## src/rtl/sort_frame_ctrl.sv

```systemverilog
// rtl/sort_frame_ctrl.sv - frame controller around a 4-deep top-4 insertion sorter (option: FRAME_OVERLAP_EN)
module sort_frame_ctrl #(
  parameter int W         = 5,
  parameter int FRAME_LEN = 16
) (
  input  logic         clk,
  input  logic         rst,
  input  logic [W-1:0] in_data,
  input  logic         in_valid,
  output logic         in_ready,
  output logic [W-1:0] sort_x,
  output logic         sort_clr,
  input  logic [W-1:0] sort_y1,
  input  logic [W-1:0] sort_y2,
  input  logic [W-1:0] sort_y3,
  input  logic [W-1:0] sort_y4,
  output logic [W-1:0] out_data,
  output logic         out_valid,
  input  logic         out_ready,
  output logic         out_last
);

  localparam int CW = $clog2(FRAME_LEN + 1);
  localparam logic [CW-1:0] LAST_CNT = CW'(FRAME_LEN - 1);
  // Most negative value: the sorter's compare is strict, so this never displaces an entry
  localparam logic [W-1:0] MIN = {1'b1, {(W-1){1'b0}}};

  localparam logic [1:0] ST_FILL   = 2'd0;
  localparam logic [1:0] ST_WAIT   = 2'd1;
  localparam logic [1:0] ST_SETTLE = 2'd2;

  logic [1:0]    r_state;
  logic [CW-1:0] r_cnt;
  logic          r_busy;
  logic [1:0]    r_idx;
  logic [W-1:0]  r_hold [4];

  logic          w_fill;
  logic          w_accept;

  assign w_fill = (r_state == ST_FILL);

`ifdef FRAME_OVERLAP_EN
  // Next frame may fill while the previous result is still draining
  assign in_ready = w_fill;
`else
  assign in_ready = w_fill && !r_busy;
`endif

  assign w_accept  = in_valid && in_ready;

  // Idle cycles feed the bubble value so the sorter contents are left untouched
  assign sort_x    = w_accept ? in_data : MIN;
  assign sort_clr  = (r_state == ST_SETTLE);

  assign out_valid = r_busy;
  assign out_data  = r_busy ? r_hold[r_idx] : '0;
  assign out_last  = r_busy && (r_idx == 2'd3);

  // Input FSM: count accepted samples, wait for a free result buffer, then one settle/clear cycle
  always_ff @(posedge clk) begin
    if (rst) begin
      r_state <= ST_FILL;
      r_cnt   <= '0;
    end else begin
      case (r_state)
        ST_FILL: begin
          if (w_accept) begin
            if (r_cnt == LAST_CNT) begin
              r_state <= ST_WAIT;
              r_cnt   <= '0;
            end else begin
              r_cnt <= r_cnt + 1'b1;
            end
          end
        end
        ST_WAIT: begin
          if (!r_busy) begin
            r_state <= ST_SETTLE;
          end
        end
        ST_SETTLE: begin
          r_state <= ST_FILL;
        end
        default: begin
          r_state <= ST_FILL;
        end
      endcase
    end
  end

  // Result buffer: capture sorter outputs on the settle edge, then serialise largest-first
  always_ff @(posedge clk) begin
    if (rst) begin
      r_busy <= 1'b0;
      r_idx  <= 2'd0;
      for (int i = 0; i < 4; i++) begin
        r_hold[i] <= '0;
      end
    end else if (r_state == ST_SETTLE) begin
      r_hold[0] <= sort_y1;
      r_hold[1] <= sort_y2;
      r_hold[2] <= sort_y3;
      r_hold[3] <= sort_y4;
      r_busy    <= 1'b1;
      r_idx     <= 2'd0;
    end else if (r_busy && out_ready) begin
      if (r_idx == 2'd3) begin
        r_busy <= 1'b0;
        r_idx  <= 2'd0;
      end else begin
        r_idx <= r_idx + 2'd1;
      end
    end
  end

endmodule

```

## config.mk

```make
export PLATFORM = sky130hd
export DESIGN_NAME = sort_frame_ctrl
export DESIGN_NICKNAME = d
export VERILOG_FILES = /design/src/rtl/sort_frame_ctrl.sv
export SDC_FILE = /design/constraint.sdc
export NUM_CORES = 1
export LEC_CHECK = 0
export ABC_AREA = 1
export CORE_UTILIZATION = 47
export DETAILED_ROUTE_END_ITERATION = 7
export GPL_TIMING_DRIVEN = 0
export HOLD_SLACK_MARGIN = 0.02
export PLACE_DENSITY = 0.79
export SLEW_MARGIN = 20
export SYNTH_ARGS = -nofsm -noshare
export SYNTH_HDL_FRONTEND = slang
export SYNTH_SLANG_ARGS = --single-unit
export TNS_END_PERCENT = 50
```

## constraint.sdc

```tcl
create_clock -name clk -period 1.6 [get_ports clk]
set_input_delay 0.24 -clock clk [delete_from_list [all_inputs] [get_ports clk]]
set_output_delay 0.24 -clock clk [all_outputs]
set_load 0.01 [all_outputs]
```

## Yosys cells after proc, flatten, opt, wreduce, memory -nomap -nowiden

Memories as Yosys holds them, arrays and structs flattened. A register that Yosys moved wholly into a read port is not among the register bits.
Cells that the tools add are included.
W data, S select, Z words.

- Add/sub/neg operators: 2
- $mul: 0
- Div/mod/pow operators: 0
- Order comparisons: 0
- Equality and inequality tests: 7
- Shifts and indexed selects: 0
- Multiplexer cells: 22
- Bitwise operators: 4
- Reduce and logical (&&, ||, !) cells: 12

Operators with widths:

| cell | count |
|---|---|
| $mux W5 | 7 |
| $mux W2 | 6 |
| $mux W1 | 8 |
| $add A5 B1 Y5 const B | 1 |
| $eq A5 B4 Y1 const B | 1 |
| $eq A2 B2 Y1 const B | 2 |
| $logic_and A1 B1 Y1 | 4 |
| $ne A2 B1 Y1 const B | 2 |
| $or A1 B1 Y1 | 4 |
| $pmux W2 S2 | 1 |
| $reduce_and A2 Y1 | 2 |
| $reduce_bool A2 Y1 | 2 |
| $reduce_and A3 Y1 | 1 |
| $add A2 B1 Y2 const B | 1 |
| $eq A2 B1 Y1 const B | 1 |
| $logic_not A2 Y1 | 1 |
| $ne A2 B2 Y1 const B | 1 |
| $reduce_or A2 Y1 | 1 |
| $logic_not A1 Y1 | 1 |

- Flip-flop bits (word level): 10
- Latch bits: 0
- Memory bits (writable): 20
- Bits in read-only memories: 0
- Bits of input ports: 29
- Memories: 1

Memory list:

| memory | depth | width | read ports | clocked after memory_dff | write ports | RTL line | source |
|---|---|---|---|---|---|---|---|
| r_hold | 4 | 5 | 1 | 1 | 4 | 36 | `logic [W-1:0] r_hold [4];` |

## Longest topological paths before layout

Gate-level depths: netlist of run 1.

- Word-level depth: 5
- Depth in mapped cells: 8
- Mapped depth without buffers: 6

## Worst setup path before layout of run 1

No wires, ideal clock.

- Path type: register -> register
- Start point: register r_state[1]
- End point: memory r_hold[0][0], enable pin
- Setup time: 378 ps
- Data arrival time: 969 ps
- Data required time: 1222 ps
- Path slack: 253 ps
- Cell stages (with the launch flop): 3
- Buffers on the path: 0
- Clock period less this slack: 1347 ps
- Cells stage by stage: dfxtp_1 nand2_1 nand2_1

RTL lines:

| what | RTL line | source |
|---|---|---|
| start: declaration | 32 | `logic [1:0] r_state;` |
| start signal: assignment | 63 | `r_state <= ST_FILL;` |
| start signal: assignment | 70 | `r_state <= ST_WAIT;` |
| start signal: assignment | 79 | `r_state <= ST_SETTLE;` |
| end: declaration | 36 |  |

==> results.toml, run 1 <==
[floorplan]
core_area_sq_mm = 0.00308
std_cell_rows = 20
ios = 43
dieHeight_microns = 59.0
die_w_microns = 59.0
dieArea_sq_mm = 0.00348
start_util = 0.496

[sta]
final.period_utilization = 0.979
drv_slew = 0
finalHoldViolCount = 0
fmax_mhz = 638
rsz0062_at_grt = "yes"
setup_ws_ns = 0.0336
max_slew_margin = 0.675
setup_viol = 0
tightest_slew_ns = 0.486
skew_ns = 0.00531
period_minus_slack_ns = 1.57

[clocking]
path_clk_slew_ns = 0.09
clock_path_buffers = 2
cts-hold-fix-buffers = 0
insertion_delay_ns = 0.32
htree_num_levels = 2
numClockSinks = 32
clockRootBuffer = "clkbuf_4"
cts_buffers = 5
cts_tree = "yes"

[logic_synthesis]
syn_area_sq_mm = 0.00153
ys_seq_area_frac = 0.551
synth_nets = 211
syn_avg_cell_area_sq_um = 8.48
synth_warnings = 0
synthCells = 180
synth.distinct_cells = 22
ys_seq_elements = 32

[routing]
vias = 1219
wirelength_microns = 2890
ant_nets = 0
vias_per_cell = 4.43
drc_errors = 0
wl_per_cell_microns = 10.5
drtIter0Drc = 53
drt_first_pass_iters = 4

[grt]
overflow = 0
antenna_found_initial = 0
grt_pass1_wl_microns = 4750
grt_pass1_vias = 1118
grt_max_degree = 23
grt_usage = 0.192

[status]
status = "finished, final reports clean"

[power_and_ir_drop]
p_comb_frac = 0.097
p_seq_frac = 0.617
p_leak_nw = 0.919
power_mw = 1.46
peakVddDrop_uv = 758
p_int_mw = 1.14
power_density_mw_per_mm2 = 719
power_frac_clock = 0.286
switching_share = 0.216
p_sw_uw = 315

[finish]
final_cell_mix = "52 x nor2_1, 33 x inv_1, 29 x clkdlybuf4s50_1"
seqCellArea_sq_um = 852
final_core_util = 0.659
fin_area_sq_mm = 0.00203
multi_input_area_sq_um = 500
nets = 261
diodes = 0
fillers = 275
drive_gt1_frac = 0.156
syn_to_final_growth_pct = 33.0
layout_commonest_cell = "nor2_1"

[critical_path]
cp.required_ns = 1.36
crit_arrival_ns = 1.33
crit_fanout = 6
cp-end-kind = "output port"
path_class = "register to output port"
start_kind = "register"

[place]
placed_cell_area_sq_mm = 0.00200
place_congestion = 0.812
detailed_place_hpwl_microns = 2090
io_buffers = 42
dp_slack_ns = -0.358

[min_path]
min_path_type = "register to register"

[job]
maxCapViolCount = 0
[cell usage after synthesis]
cell type	count	area (sq um)
a21oi_1	10	50.1
nand2_2	1	6.26
nor3_1	1	5.00
o21ai_0	10	50.1
nand2_1	19	71.3
buf_2	1	5.00
nand3_4	1	17.5
xor2_1	1	8.76
nor2_1	53	199
ha_1	2	25.0
inv_8	1	11.3
nand3_1	4	20.0
buf_6	4	45.0
dfxtp_1	12	240
nor4_1	1	6.26
edfxtp_1	20	601
inv_1	34	128
o21bai_2	1	11.3
o21ai_1	1	5.00
nor2_4	1	11.3
inv_2	1	3.75
or2_1	1	6.26
[layer usage]
layer	part of all wire	GRT usage	wire (microns)	vias to the layer above
met3	0.039	0.0655	114	5
li1	-	-	-	659
met2	0.50	0.331	1450	21
met1	0.44	0.215	1280	534
met4	0.017	0.0816	49	0
met5	0	0	0	-
[critical path: stages, from the launching register on]
cell,delay [ns]
dfxtp_4,0.39
inv_1,0.11
nor2_1,0.13
o21ai_1,0.08
a21oi_1,0.14
buf_2,0.15
[power by group through the flow]
stage / sequential [mW] / combinational, mW / clock (mW)
finish: 0.900 / 0.142 / 0.417
CTS: 0.902 / 0.145 / 0.432
global placement: 0.923 / 0.148 / 0
detailed placement: 0.923 / 0.150 / 0
global route: 0.903 / 0.160 / 0.481
floorplan: 0.920 / 0.0568 / 0
[path summary, 6_finish.rpt]
path	from	to	slack [ns]	depth (start not counted)
setup / recovery	register	out_data[1]	0.03	5
hold / removal	r_cnt[4]	r_cnt[4]	0.45	2
setup reg to reg	r_state[0]	r_hold[2][1]	0.32	3
hold reg to reg	r_cnt[4]	r_cnt[4]	0.45	2
[logic make-up (layout without fill, tap and decap cells)]
family | after synthesis | in the layout | synth area share
AO/OA/AOI/OAI | 22 | 22 | 0.0762
adder cells (fa/ha/maj) | 2 | 2 | 0.0164
buffers and inverters | 41 | 92 | 0.126
flip-flops | 32 | 32 | 0.551
AND/OR/NAND/NOR | 82 | 82 | 0.225
XOR/XNOR | 1 | 1 | 0.00574
[area by class of cell]
class,count,share of cell area
inverters,36,0.0703
clock inverters,1,0.00185
well taps,44,0.0271
flip-flops and latches,32,0.420
multi-input cells,107,0.247
plain buffers,4,0.0222
clock buffers,7,0.0222
repair buffers,44,0.190
[through the flow]
| stage | TNS, ns | hold slack (ns) | std cells |
|---|---|---|---|
| after floorplan | 0 | 0.309 | 180 |
| after global placement | -10.08 | 0.436 | 266 |
| after detailed placement | -10.23 | 0.438 | 266 |
| after CTS | 0 | 0.452 | 275 |
| after global routing | -0.247 | 0.466 | 275 |
| final | 0 | 0.450 | 275 |
[flip-flops by register name, summed over array words and instances (netlist names), named ones only]
register / flops
r_idx: 2
r_cnt: 5
r_hold: 20
out_valid: 1
r_state: 2
[what timing repair did]
| action | CTS | global route |
|---|---|---|
| gates cloned | 1 | 0 |
| setup buffers | 1 | 0 |
| setup endpoints to repair | 32 | 10 |
| resized for setup | 44 | 13 |
| pin swaps | 1 | 3 |
Note: power is estimated with default switching activity, not from simulation.
==> run 2: changes to the inputs <==
==> constraint.sdc (replaced) <==
create_clock -name clk -period 1.62 [get_ports clk]
set_input_delay 0.243 -clock clk [delete_from_list [all_inputs] [get_ports clk]]
set_output_delay 0.243 -clock clk [all_outputs]
set_load 0.01 [all_outputs]
==> results.toml, run 2 (synthesis gave the netlist of run 1 again) <==
[min_path]
min_path_type = "register to register"
worstHoldStart = "r_cnt[4]"

[critical_path]
path_class = "register to output port"
crit_family = "flip-flops"
cp_num_buf_inv = 2
crit_path_max_incr_delay_ns = 0.39
crit_path_cell_trace = "inv_1 -> nor2_1 -> o21ai_1 -> a21oi_1 -> buf_2"
crit_path_top_delay_cell = "dfxtp_4"
crit_fanout = 6
cp-end-kind = "output port"
cp.required_ns = 1.38
crit_arrival_ns = 1.33
start_kind = "register"
timing.rr.start = "r_state[0]"

[sta]
drv_slew = 0
period_minus_slack_ns = 1.57
fin_setup_tns_ns = 0
final.period_utilization = 0.970
max_slew_margin = 0.674
rsz0062_at_grt = "yes"
setup_viol = 0
fmax_mhz = 636
setup_ws_ns = 0.0487
finalHoldViolCount = 0
tightest_slew_ns = 0.487
skew_ns = 0.00531

[routing]
vias = 1227
drt_first_pass_iters = 4
drtIter0Drc = 48
wl_per_cell_microns = 10.5
ant_nets = 0
vias_per_cell = 4.46
wirelength_microns = 2890
drc_errors = 0

[place]
placed_cell_area_sq_mm = 0.00200
dp_slack_ns = -0.341
io_buffers = 42
place_congestion = 0.812
detailed_place_hpwl_microns = 2090

[status]
status = "finished, final reports clean"

[grt]
grt_usage = 0.192
grt_pass1_vias = 1118
grt_max_degree = 23
antenna_found_initial = 0
grt_pass1_wl_microns = 4750
overflow = 0

[job]
maxCapViolCount = 0

[finish]
final_cell_mix = "52 x nor2_1, 33 x inv_1, 29 x clkdlybuf4s50_1"
reg.largest.list = "r_hold x20, r_cnt x5"
syn_to_final_growth_pct = 33.0
nets = 261
fin_area_sq_mm = 0.00203
diodes = 0
largest_reg_flops = 20
largest_register = "r_hold"
layout_commonest_cell = "nor2_1"
drive_gt1_frac = 0.156

[floorplan]
dieArea_sq_mm = 0.00348
core_area_sq_mm = 0.00308
die_w_microns = 59.0
start_util = 0.496
dieHeight_microns = 59.0
ios = 43
std_cell_rows = 20

[clocking]
cts_buffers = 5
cts_tree = "yes"
htree_num_levels = 2
insertion_delay_ns = 0.32
clock_path_buffers = 2
clockRootBuffer = "clkbuf_4"
numClockSinks = 32
path_clk_slew_ns = 0.09

[power_and_ir_drop]
peakVddDrop_uv = 749
power_density_mw_per_mm2 = 711
p_leak_nw = 0.919
-- run 2: cell counts in the layout (fill, tap and decap cells not counted) --
Identical to the previous run, type by type.
-- run 2: routing by layer --
layer  up-vias  part of all wire  global-route usage
met5         -                 0                   0
met4         0             0.017              0.0816
met3         5             0.041              0.0655
met2        25              0.50               0.331
met1       537              0.44               0.215
li1        660                 -                   -
-- run 2: path summary, 6_finish.rpt --
kind	to	slack, ns	cells past startpoint
worst max-delay path	out_data[1]	0.05	5
worst min-delay path	r_cnt[4]	0.45	2
worst max register to register	r_hold[2][1]	0.34	3
worst min register to register	r_cnt[4]	0.45	2
-- run 2: timing repair --
action,4_1_cts,5_1_grt
cloned,1,0
setup buffers,1,0
pin swaps,1,3
resized for setup,43,15
hold buffers,0,0
endpoints found under the setup margin,13,33
-- run 2: final cells by class --
cell class              count  area, sq um
plain buffers               4         45.0
clock buffers               7         45.0
clock inverters             1         3.75
fillers                   275         1050
inverters                  36          143
multi-input cells         107          500
flip-flops and latches     32          852
well taps                  44         55.1
repair buffers             44          385
-- run 2: report_power, final --
part,switching (mW),internal (mW),leakage [nW]
Clock,0.246,0.167,0.0269
Sequential,0.00898,0.880,0.307
Combinational,0.0566,0.0839,0.586
Total,0.312,1.13,0.919
-- run 2: tightest hold or removal path: stages, from the launching register on --
cell and delay (ns):
dfxtp_1 0.32, nand2_1 0.06, nor2_1 0.04
-- run 2: per-stage QoR --
step | total power, mW | std cells | hold slack (ns) | utilization
finish | 1.44 | 275 | 0.450 | 0.659
floorplan | 0.965 | 180 | 0.312 | -
global route | 1.53 | 275 | 0.466 | 0.659
detailed placement | 1.06 | 266 | 0.438 | 0.650
CTS | 1.46 | 275 | 0.452 | 0.662
global placement | 1.06 | 266 | 0.436 | 0.650
